<file path="src/rtl/sram_port_arbiter.sv">
// Two-master arbiter for one SRAM port: grants one byte/half/word access per cycle,
// builds word address, byte enables and replicated write data, and returns aligned read data.
module sram_port_arbiter #(
    parameter int unsigned AW       = 12,
    parameter bit          ARB_MODE = 1'b1
) (
    input  logic          CLK,
    input  logic          RESETn,
    input  logic          M0_REQ,
    input  logic          M0_WE,
    input  logic [AW+1:0] M0_ADDR,
    input  logic [1:0]    M0_SIZE,
    input  logic [31:0]   M0_WDATA,
    input  logic          M1_REQ,
    input  logic          M1_WE,
    input  logic [AW+1:0] M1_ADDR,
    input  logic [1:0]    M1_SIZE,
    input  logic [31:0]   M1_WDATA,
    output logic          M0_GNT,
    output logic          M1_GNT,
    output logic          M0_RVALID,
    output logic          M1_RVALID,
    output logic [31:0]   M0_RDATA,
    output logic [31:0]   M1_RDATA,
    output logic          M0_ERR,
    output logic          M1_ERR,
    output logic          SRAM_CSN,
    output logic [AW-1:0] SRAM_ADDR,
    output logic          SRAM_WE,
    output logic [3:0]    SRAM_BE,
    output logic [31:0]   SRAM_DI,
    input  logic [31:0]   SRAM_DO
);

    localparam int unsigned BAW = AW + 2;

    logic           last_grant;   // 1 = M1 was granted most recently
    logic           rd_pending;
    logic           err_pending;
    logic           acc_master;
    logic [1:0]     rd_off;
    logic [1:0]     rd_size;
    logic [31:0]    m0_rdata_q;
    logic [31:0]    m1_rdata_q;

    logic           g0;
    logic           g1;
    logic           any_gnt;
    logic           sel_we;
    logic [BAW-1:0] sel_addr;
    logic [1:0]     sel_size;
    logic [31:0]    sel_wdata;
    logic           legal;
    logic           acc;
    logic [31:0]    rd_data;

    // Arbitration; grants are forced low while reset is asserted
    always_comb begin
        g0 = 1'b0;
        g1 = 1'b0;
        if (RESETn) begin
            if (M0_REQ && M1_REQ) begin
                if (!ARB_MODE || last_grant) g0 = 1'b1;
                else                         g1 = 1'b1;
            end else begin
                g0 = M0_REQ;
                g1 = M1_REQ;
            end
        end
    end

    assign any_gnt   = g0 | g1;
    assign M0_GNT    = g0;
    assign M1_GNT    = g1;
    assign sel_we    = g1 ? M1_WE    : M0_WE;
    assign sel_addr  = g1 ? M1_ADDR  : M0_ADDR;
    assign sel_size  = g1 ? M1_SIZE  : M0_SIZE;
    assign sel_wdata = g1 ? M1_WDATA : M0_WDATA;

    always_comb begin
        legal = 1'b0;
        case (sel_size)
            2'b00:   legal = 1'b1;
            2'b01:   legal = ~sel_addr[0];
            2'b10:   legal = (sel_addr[1:0] == 2'b00);
            default: legal = 1'b0;
        endcase
    end

    assign acc = any_gnt & legal;

    // SRAM request decode; idle cycles drive everything to zero
    always_comb begin
        SRAM_CSN  = 1'b1;
        SRAM_ADDR = '0;
        SRAM_WE   = 1'b0;
        SRAM_BE   = 4'b0000;
        SRAM_DI   = 32'h0;
        if (acc) begin
            SRAM_CSN  = 1'b0;
            SRAM_ADDR = sel_addr[AW+1:2];
            SRAM_WE   = sel_we;
            case (sel_size)
                2'b00: begin
                    SRAM_BE = 4'b0001 << sel_addr[1:0];
                    SRAM_DI = {4{sel_wdata[7:0]}};
                end
                2'b01: begin
                    SRAM_BE = sel_addr[1] ? 4'b1100 : 4'b0011;
                    SRAM_DI = {2{sel_wdata[15:0]}};
                end
                default: begin
                    SRAM_BE = 4'b1111;
                    SRAM_DI = sel_wdata;
                end
            endcase
        end
    end

    // Lane extraction; stale lanes from the SRAM are masked off
    always_comb begin
        case (rd_size)
            2'b00:   rd_data = {24'h0, SRAM_DO[{rd_off, 3'b000} +: 8]};
            2'b01:   rd_data = {16'h0, SRAM_DO[{rd_off[1], 4'b0000} +: 16]};
            default: rd_data = SRAM_DO;
        endcase
    end

    always_ff @(posedge CLK or negedge RESETn) begin
        if (!RESETn) begin
            last_grant  <= 1'b1;
            rd_pending  <= 1'b0;
            err_pending <= 1'b0;
            acc_master  <= 1'b0;
            rd_off      <= 2'b00;
            rd_size     <= 2'b00;
            m0_rdata_q  <= 32'h0;
            m1_rdata_q  <= 32'h0;
        end else begin
            rd_pending  <= acc & ~sel_we;
            err_pending <= any_gnt & ~legal;
            if (any_gnt) begin
                last_grant <= g1;
                acc_master <= g1;
                rd_off     <= sel_addr[1:0];
                rd_size    <= sel_size;
            end
            if (rd_pending && !acc_master) m0_rdata_q <= rd_data;
            if (rd_pending &&  acc_master) m1_rdata_q <= rd_data;
        end
    end

    // Returned data is visible in the RVALID cycle and then held
    assign M0_RVALID = rd_pending & ~acc_master;
    assign M1_RVALID = rd_pending &  acc_master;
    assign M0_ERR    = err_pending & ~acc_master;
    assign M1_ERR    = err_pending &  acc_master;
    assign M0_RDATA  = M0_RVALID ? rd_data : m0_rdata_q;
    assign M1_RDATA  = M1_RVALID ? rd_data : m1_rdata_q;

endmodule
</file>
<file path="config.mk">
export PLATFORM = sky130hd
export DESIGN_NAME = sram_port_arbiter
export DESIGN_NICKNAME = d
export VERILOG_FILES = /design/src/rtl/sram_port_arbiter.sv
export SDC_FILE = /design/constraint.sdc
export NUM_CORES = 1
export LEC_CHECK = 0
export BUFFER_PORTS_ARGS = -buffer_cell sky130_fd_sc_hd__buf_2
export CORE_UTILIZATION = 45
export DETAILED_ROUTE_END_ITERATION = 10
export GPL_TIMING_DRIVEN = 0
export PLACE_DENSITY = 0.82
export SETUP_SLACK_MARGIN = 0.15
export SYNTH_ARGS = -nofsm -noshare
export SYNTH_HDL_FRONTEND = slang
export SYNTH_SLANG_ARGS = --single-unit
</file>
<file path="constraint.sdc">
create_clock -name CLK -period 2.15 [get_ports CLK]
set_clock_uncertainty 0.1 [all_clocks]
set_input_delay 0 -clock CLK [delete_from_list [all_inputs] [get_ports CLK]]
set_output_delay 0 -clock CLK [all_outputs]
set_load 0.03 [all_outputs]
</file>
==> metrics.yaml, run 1 <==
status:
  status: "finished, violations left"
  violations: "hold timing, setup timing"
clock_tree:
  htreeDepth: 3
  cts_hold_buf: 33
  clockBufferDepth: 2
  cts_root_buffer: "clkbuf_8"
  clk_latency_ns: 0.36
  path_clk_slew_ns: 0.10
  cts_buffers: 9
  clock-sinks: 72
  cts_tree: "yes"
detailed_routing:
  drc: 0
  vias: 6301
  drt-initial-drc-count: 466
  wl_um: 24200
  vias_per_cell: 6.44
  wl_met1_um: 7460
  wl_per_cell_um: 24.7
  dr_wl_met3_um: 3000
  ant_nets: 0
  route.met2.wl_um: 11700
  top_layer: "met4"
  dr.pass1.iters: 8
run:
  maxCapViolations: 0
setup_path:
  critPathRequiredTime_ns: 2.05
  critPathCaptureType: "output port"
  worstPathArrival_ns: 2.34
  cp_max_fo: 10
  crit_path_start_kind: "flop"
  cpPeakStageDelay_ns: 0.60
  crit_chain: "a21boi_4, and3_4, a21o_1, o22a_2, buf_6, nor2_1, buf_4"
  critPathKind: "reg -> out"
  slowest_stage: "dfstp_2"
global_route:
  grt_pass1_vias: 6088
  antenna_found_initial: 1
  grt_max_degree: 74
  overflow: 0
  grt_first_pass_wirelength_um: 32200
  track_usage_pct: 41.7
sta:
  slew_viol_final: 0
  fin_crit_sh_pct: 114
  fin_crit_ns: 2.44
  tightest_slew_ns: 0.696
  rsz0062_at_grt: "yes"
  holdWs_ns: -0.603
  layout_setup_ws_ns: -0.294
  timing_hold_violations_final: 72
  fin_setup_tns_ns: -10.38
  fmax_mhz: 409
  finalSetupViolations: 59
  timing.slew.headroom_pct: 53.1
yosys:
  synth.distinct_cells: 47
  ys_warn_count: 0
  synth-edff-count: 0
  synth-main-ff-cell: "dfrtp_1"
  syn_inst: 514
  async_flop_share_pct: 100
  synth.avg_cell_area_sq_um: 8.69
  ys_ff_latch: 72
  synthesis.area_sq_mm: 0.00447
  syn-num-nets: 648
  seq_area_frac_synth_pct: 40.4
finish:
  drive_above_1_share_pct: 56.4
  postLayoutCoreUtil_pct: 82.2
  layout_commonest_cell: "buf_2"
  fin_cells: 979
  area_growth_pct: 78.2
  mostFrequentLayoutCells: "buf_2 (162), nand2_1 (107), buf_4 (79), dfrtp_1 (70), buf_6 (50)"
  nets: 974
place:
  port_buffers: 253
  routabilityCongestion: 0.895
  pre_cts_ws_ns: -0.736
  dp_cells: 900
  place_hpwl_um: 12800
floorplan:
  num_io_pins: 254
  die_x_um: 102
  row_count: 36
  start_util_pct: 46.1
  die-area_sq_mm: 0.0103
  coreArea_sq_mm: 0.00968
  die_y_um: 102
power_and_ir_drop:
  p_total_uw: 8350
  p_leak_uw: 0.00388
  vdd_drop_max_mv: 0.590
  p_per_area_mw_per_mm2: 1050
worst_hold_path:
  hp-class: "in -> async"
==> synth_stat cells (2+ instances only) <==
cell type | instances | area share [%]
nand2_1 | 116 | 9.7
a211oi_1 | 9 | 1.5
xor2_1 | 2 | 0.39
o21ai_1 | 4 | 0.45
a22o_1 | 8 | 1.6
buf_4 | 2 | 0.34
o21ai_0 | 57 | 6.4
o32ai_1 | 9 | 1.8
dfrtp_1 | 71 | 40
mux2i_1 | 12 | 2.7
a22oi_1 | 16 | 2.7
a21oi_1 | 32 | 3.6
o2111ai_1 | 8 | 1.6
inv_2 | 4 | 0.34
a32oi_1 | 8 | 1.6
a21o_1 | 9 | 1.5
mux2_2 | 34 | 8.6
and2_1 | 2 | 0.28
nor2b_1 | 6 | 0.84
clkbuf_1 | 23 | 1.9
buf_2 | 15 | 1.7
nand3b_1 | 16 | 2.7
nand3_1 | 2 | 0.22
buf_1 | 2 | 0.17
and3_1 | 10 | 1.4
a21boi_2 | 2 | 0.50
nor2_1 | 13 | 1.1
o21a_1 | 3 | 0.50
==> critical path, delay by kind of cell (launching register included) <==
family                 cells  cell delay [ns]
buffers and inverters      2             0.37
DFF                        1             0.60
and+or+nand+nor            2             0.41
AOI/OAI and AO/OA          3             0.61
==> registers in the layout, summed over array words and instances, names as in the netlist <==
name and cells:
rd_pending 1, rd_size 2, m1_rdata_q 32, last_grant 1, m0_rdata_q 32, rd_off 2, err_pending 1, acc_master 1
==> worst paths after layout <==
check                                     startpoint                          to  slack [ns]  cells after the start
max reg2reg                   last_grant$_DFFE_PN1P_       err_pending$_DFF_PN0_        0.25                      7
max                           last_grant$_DFFE_PN1P_                  SRAM_DI[3]       -0.29                      7
min in group CLK                         SRAM_DO[12]  m1_rdata_q[12]$_DFFE_PN0P_        0.05                      3
max in group asynchronous                     RESETn      last_grant$_DFFE_PN1P_        2.14                      1
min                                           RESETn  m1_rdata_q[31]$_DFFE_PN0P_       -0.60                      1
min reg2reg                m0_rdata_q[9]$_DFFE_PN0P_   m0_rdata_q[9]$_DFFE_PN0P_        0.39                      2
==> cells by family after synthesis <==
group	after synthesis	synth area share (%)
compound gates	173	25.4
xor+xnor	3	0.588
buf+inv	47	4.54
flops	72	40.4
mux	47	11.8
simple gates	172	17.4
==> repair_timing <==
action,CTS,global route
gates cloned,3,2
setup endpoints to repair,132,113
endpoints found under the hold margin,130,72
gates resized for setup,233,166
pin swaps,23,38
setup buffers,15,9
==> stage by stage <==
step | instance area (sq um) | hold slack [ns]
finish | 7960 | -0.603
global route | 7960 | -0.570
CTS | 7380 | -0.481
detailed placement | 5910 | 0.0835
global placement | 5910 | 0.220
floorplan | 4470 | -0.396
==> layout make-up <==
type                            count  area, sq um
Multi-Input combinational cell    396         3110
Timing Repair Buffer              314         2240
Sequential cell                    72         1800
Fill cell                         501         1720
Buffer                             42          369
Tap cell                          133          166
Clock buffer                       10          128
Clock inverter                      6          115
Inverter                            5         21.3
Antenna cell                        1         2.50
==> routing by layer <==
metal / track usage, % / up-vias
met5: 1.44 / -
met4: 30.8 / 0
met3: 14.1 / 208
met2: 69.7 / 634
met1: 43.7 / 2941
li1: - / 2518
==> power by group <==
part           switching [uW]  internal (uW)  leakage, uW
logic                    3040           1790      0.00286
clock network             577            778     0.000117
registers                 268           1900     0.000895
total                    3880           4470      0.00388
No activity file was read; power rests on OpenSTA's default activity.
==> run 2, diff against run 1 <==
Settings changed: CELL_PAD_IN_SITES_DETAIL_PLACEMENT from default to 0, CELL_PAD_IN_SITES_GLOBAL_PLACEMENT from default to 1, CORE_UTILIZATION 45 to 31, PLACE_DENSITY 0.82 to default, PLACE_DENSITY_LB_ADDON from default to 0.1.
==> run 2 against run 1 <==
Highest routed layer unchanged. Count of clock-buffer cells in the layout unchanged. The run still ends with hold timing, setup timing left. Register-to-register slack worse by 0.06 ns. Hold slack got worse by 0.040 ns.
==> metrics.yaml, run 2 (synthesis results as in run 1) <==
status:
  status: "finished, violations left"
  violations: "hold timing, setup timing"
finish:
  layout_commonest_cell: "buf_2"
  multi_input_area_sq_mm: 0.00303
  diodes: 0
  mostFrequentLayoutCells: "buf_2 (171), nand2_1 (112), buf_4 (70), dfrtp_1 (70), buf_6 (37)"
  fillCellCount: 1312
  area_growth_pct: 75.5
  fin_cells: 1016
  postLayoutCoreUtil_pct: 56.1
  top_regs: "m0_rdata_q x32, m1_rdata_q x32"
  ff_latch_area_sq_mm: 0.00180
  nets: 965
  drive_above_1_share_pct: 53.9
clock_tree:
  clockBufferDepth: 2
  clk_latency_ns: 0.33
  clock-sinks: 72
  cts_root_buffer: "clkbuf_16"
  path_clk_slew_ns: 0.06
  cts_buffers: 9
  cts_tree: "yes"
  htreeDepth: 3
detailed_routing:
  vias_per_cell: 5.20
  drc: 0
  ant_nets: 0
  vias: 5280
  wl_per_cell_um: 18.7
  dr.pass1.iters: 4
  wl_um: 19000
  drt-initial-drc-count: 259
setup_path:
  critPathTopFamily: "simple AND/OR/NAND/NOR gates"
  cp_max_fo: 8
  crit_path_start_kind: "flop"
  crit_chain: "a21boi_4, nand2_4, mux2i_4, or3_4, buf_8, o32ai_2, buf_4"
  critPathRequiredTime_ns: 2.05
  critPathCaptureType: "output port"
  cpPeakStageDelay_ns: 0.41
  critPathBufInv: 2
  critPathKind: "reg -> out"
  worstPathArrival_ns: 2.20
  ff2ff_setup_slack_ns: 0.19
  slowest_stage: "or3_4"
sta:
  fin_setup_tns_ns: -4.64
  timing.slew.headroom_pct: 56.3
  slew_viol_final: 0
  holdWs_ns: -0.643
  layout_setup_ws_ns: -0.155
  fin_crit_ns: 2.30
  fmax_mhz: 434
  timing_hold_violations_final: 74
  fin_crit_sh_pct: 107
  tightest_slew_ns: 0.649
  finalSetupViolations: 49
  rsz0062_at_grt: "yes"
place:
  dp_cells: 948
  routabilityCongestion: 0.865
  port_buffers: 253
  place_hpwl_um: 13900
global_route:
  overflow: 0
  grt_pass1_vias: 5474
  antenna_found_initial: 0
  grt_max_degree: 72
  grt_first_pass_wirelength_um: 28900
  track_usage_pct: 25.3
floorplan:
  coreArea_sq_mm: 0.0140
  start_util_pct: 31.9
  die_y_um: 122
  row_count: 43
  num_io_pins: 254
  die_x_um: 122
  die-area_sq_mm: 0.0149
worst_hold_path:
  hp-class: "in -> async"
run:
  maxCapViolations: 0
power_and_ir_drop:
  p_per_area_mw_per_mm2: 985
  p_leak_uw: 0.00385
  vdd_drop_max_mv: 0.918
[run 2: worst reg2reg max path: cells and delay by family (launching register included)]
kind / cells / cell delay (ns)
mux: 2 / 0.59
compound gates: 2 / 0.30
buf+inv: 3 / 0.42
flops: 1 / 0.44
[run 2: stage by stage]
step,worst slack (ns),total power [uW],cell area (sq um),hold slack (ns)
after floorplan,-0.0645,4350,4470,-0.396
after global placement,-1.34,5400,5960,0.224
after detailed placement,-0.346,5460,5990,-0.294
after CTS,-0.170,7500,7410,-0.655
after global routing,-0.212,8130,7840,-0.654
final,-0.155,7720,7840,-0.643
[run 2: per-layer routing]
metal / share of wire [%] / vias up / GRT usage (%)
met5: 0 / - / 0
li1: - / 2504 / -
met3: 5.7 / 26 / 5.15
met4: 1.9 / 0 / 7.09
met2: 49 / 181 / 43.1
met1: 43 / 2569 / 32.2
[run 2: timing repair]
action,4_1_cts,5_1_grt
endpoints found under the setup margin,140,113
hold buffers,29,3
resized for setup,222,113
hold endpoints to repair,123,75
buffers inserted,11,6
pin swaps,24,28
cloned,1,2
[run 2: power by group]
part / switching, uW / internal, uW / total (uW)
Sequential: 160 / 1900 / 2060
Clock: 582 / 784 / 1370
Combinational: 2640 / 1660 / 4290
Total: 3380 / 4350 / 7720
[run 2: layout make-up]
| cell class | count | area share, % |
|---|---|---|
| Multi-Input combinational cell | 396 | 38.6 |
| Timing Repair Buffer | 305 | 26.9 |
| Sequential cell | 72 | 23.0 |
| Buffer | 42 | 4.88 |
| Clock buffer | 10 | 2.92 |
| Tap cell | 180 | 2.87 |
| Clock inverter | 6 | 0.558 |
| Inverter | 5 | 0.239 |
[run 2: final timing paths]
path	startpoint	endpoint	cells past startpoint
worst min-delay path	RESETn	m1_rdata_q[26]$_DFFE_PN0P_	1
worst min register to register	m1_rdata_q[12]$_DFFE_PN0P_	m1_rdata_q[12]$_DFFE_PN0P_	2
worst max register to register	rd_off[1]$_DFFE_PN0P_	m1_rdata_q[6]$_DFFE_PN0P_	7
min in group CLK	SRAM_DO[14]	m1_rdata_q[14]$_DFFE_PN0P_	3
worst max-delay path	last_grant$_DFFE_PN1P_	SRAM_DI[19]	7
max in group asynchronous	RESETn	m1_rdata_q[7]$_DFFE_PN0P_	2
==> run 3, diff against run 2 <==
--- a/constraint.sdc
+++ b/constraint.sdc
@@ -3,3 +3,3 @@
 set_input_delay 0 -clock CLK [delete_from_list [all_inputs] [get_ports CLK]]
 set_output_delay 0 -clock CLK [all_outputs]
-set_load 0.03 [all_outputs]
+set_load 0.005 [all_outputs]
==> run 3 against run 2 <==
The run still ends with hold timing, setup timing left. Clock power is 28% higher. Wire length is 1.2% lower. Critical path depth is 1 higher. First-iteration DRC count is 11% higher. Hold slack better by 0.097 ns. Die area stayed put. Combinational power is 33% lower. Critical path type unchanged.
==> metrics.yaml, run 3 (synthesis results as in run 1) <==
status:
  status: "finished, violations left"
  violations: "hold timing, setup timing"
sta:
  holdWs_ns: -0.546
  timing_hold_violations_final: 75
  fin_crit_sh_pct: 107
  tightest_slew_ns: 0.725
  rsz0062_at_grt: "yes"
  fin_crit_ns: 2.29
  finalSetupViolations: 42
  fmax_mhz: 436
  layout_setup_ws_ns: -0.145
  timing.slew.headroom_pct: 51.1
  slew_viol_final: 0
finish:
  postLayoutCoreUtil_pct: 54.2
  drive_above_1_share_pct: 53.1
  area_growth_pct: 69.7
  top_regs: "m0_rdata_q x32, m1_rdata_q x32"
  multi_input_area_sq_mm: 0.00299
  fillCellCount: 1347
  mostFrequentLayoutCells: "buf_2 (239), nand2_1 (113), dfrtp_1 (70), o21ai_0 (43), dlygate4sd3_1 (28)"
  layout_commonest_cell: "buf_2"
  ff_latch_area_sq_mm: 0.00180
  nets: 960
clock_tree:
  path_clk_slew_ns: 0.06
  clock-sinks: 72
  htreeDepth: 3
  clk_latency_ns: 0.33
  cts_hold_buf: 28
  cts_tree: "yes"
  cts_buffers: 9
  clockBufferDepth: 2
  cts_root_buffer: "clkbuf_16"
global_route:
  track_usage_pct: 24.5
  overflow: 0
  antenna_found_initial: 2
  grt_first_pass_wirelength_um: 28000
  grt_max_degree: 74
  grt_pass1_vias: 5117
place:
  place_hpwl_um: 13500
  routabilityCongestion: 0.855
  pre_cts_ws_ns: -0.662
  port_buffers: 253
setup_path:
  crit_path_start_kind: "flop"
  critPathRequiredTime_ns: 2.05
  critPathKind: "reg -> out"
  worstPathArrival_ns: 2.19
  cp_max_fo: 8
  critPathCaptureType: "output port"
floorplan:
  coreArea_sq_mm: 0.0140
  die_y_um: 122
  row_count: 43
  die-area_sq_mm: 0.0149
  start_util_pct: 31.9
  die_x_um: 122
  num_io_pins: 254
detailed_routing:
  vias_per_cell: 5.15
  wl_met1_um: 8680
  vias: 5219
  route.met2.wl_um: 8740
  top_layer: "met4"
  ant_nets: 0
  wl_per_cell_um: 18.5
  dr.pass1.iters: 4
  drt-initial-drc-count: 288
  dr_wl_met3_um: 1070
  drc: 0
  wl_um: 18700
power_and_ir_drop:
  p_leak_uw: 0.00381
  p_clk_share_pct: 26.3
  netSwitchingFraction_pct: 32.2
  p_total_uw: 6700
  power_switching_uw: 2150
  combPwrFrac_pct: 42.9
  power.internal_uw: 4540
  p_per_area_mw_per_mm2: 883
  power_frac_seq_pct: 30.8
  vdd_drop_max_mv: 0.673
worst_hold_path:
  hp-class: "in -> async"
run:
  maxCapViolations: 0
## run 3: changes by cell type in the layout (fill, tap and decap cells not counted), moves of 6 or more
cell,delta
o21ai_0,+8
o21ai_1,-6
buf_4,-50
buf_6,-10
clkbuf_4,-6
buf_2,+68
## run 3: cell type report
cell class                 count  share of cell area (%)
multi-input combinational    396                    39.4
timing repair buffer         300                    24.3
sequential                    72                    23.8
buffer                        42                    4.54
clock buffer                  10                    3.15
tap                          180                    2.97
clock inverter                 6                    1.52
inverter                       5                   0.247
antenna                        2                  0.0660
## run 3: path summary, 6_finish.rpt
path	cells after the start	startpoint	to	slack (ns)
min	1	RESETn	m0_rdata_q[25]$_DFFE_PN0P_	-0.55
max	8	last_grant$_DFFE_PN1P_	SRAM_DI[18]	-0.14
min in group CLK	3	SRAM_DO[12]	m0_rdata_q[12]$_DFFE_PN0P_	-0.01
min reg2reg	2	m0_rdata_q[31]$_DFFE_PN0P_	m0_rdata_q[31]$_DFFE_PN0P_	0.39
max reg2reg	6	rd_off[1]$_DFFE_PN0P_	m1_rdata_q[6]$_DFFE_PN0P_	0.32
max in group asynchronous	1	RESETn	rd_off[1]$_DFFE_PN0P_	2.13
## run 3: what timing repair did
item                       CTS  global route
gates resized for setup    139            73
setup endpoints to repair  134           100
pin swaps                   15            16
hold endpoints to repair   121            72
gates cloned                 1             1
setup buffers               11             7
## run 3: worst max-delay path, cell delays in order (launching register included)
cell and delay [ns]:
dfstp_2 0.40, a21boi_4 0.24, and3_4 0.24, a21oi_4 0.05, buf_6 0.12, or3_4 0.38
buf_8 0.15, o32ai_1 0.11, buf_2 0.16
## run 3: power by group through the flow
stage                     sequential, uW  clock (uW)  combinational, uW
after floorplan                     2020           0               1120
after global placement              2050           0               2130
after detailed placement            2070           0               2160
after CTS                           2060        1790               2750
after global routing                2110        1850               3150
final                               2060        1760               2870
## run 3: routing by layer
metal	global-route usage (%)	up-vias
met3	4.40	17
met2	38.6	194
met1	34.5	2514
met4	6.40	0
met5	0	-
li1	-	2494
## run 3: per-stage QoR
stage | hold WS, ns | area (sq um) | instances | setup TNS [ns]
6_report | -0.546 | 7580 | 1013 | -2.38
5_1_grt | -0.505 | 7580 | 1013 | -6.60
4_1_cts | -0.452 | 7250 | 1003 | -7.08
3_5_place_dp | 0.101 | 5960 | 947 | -18.57
3_3_place_gp | 0.205 | 5960 | 947 | -49.68
2_1_floorplan | -0.396 | 4470 | 514 | 0
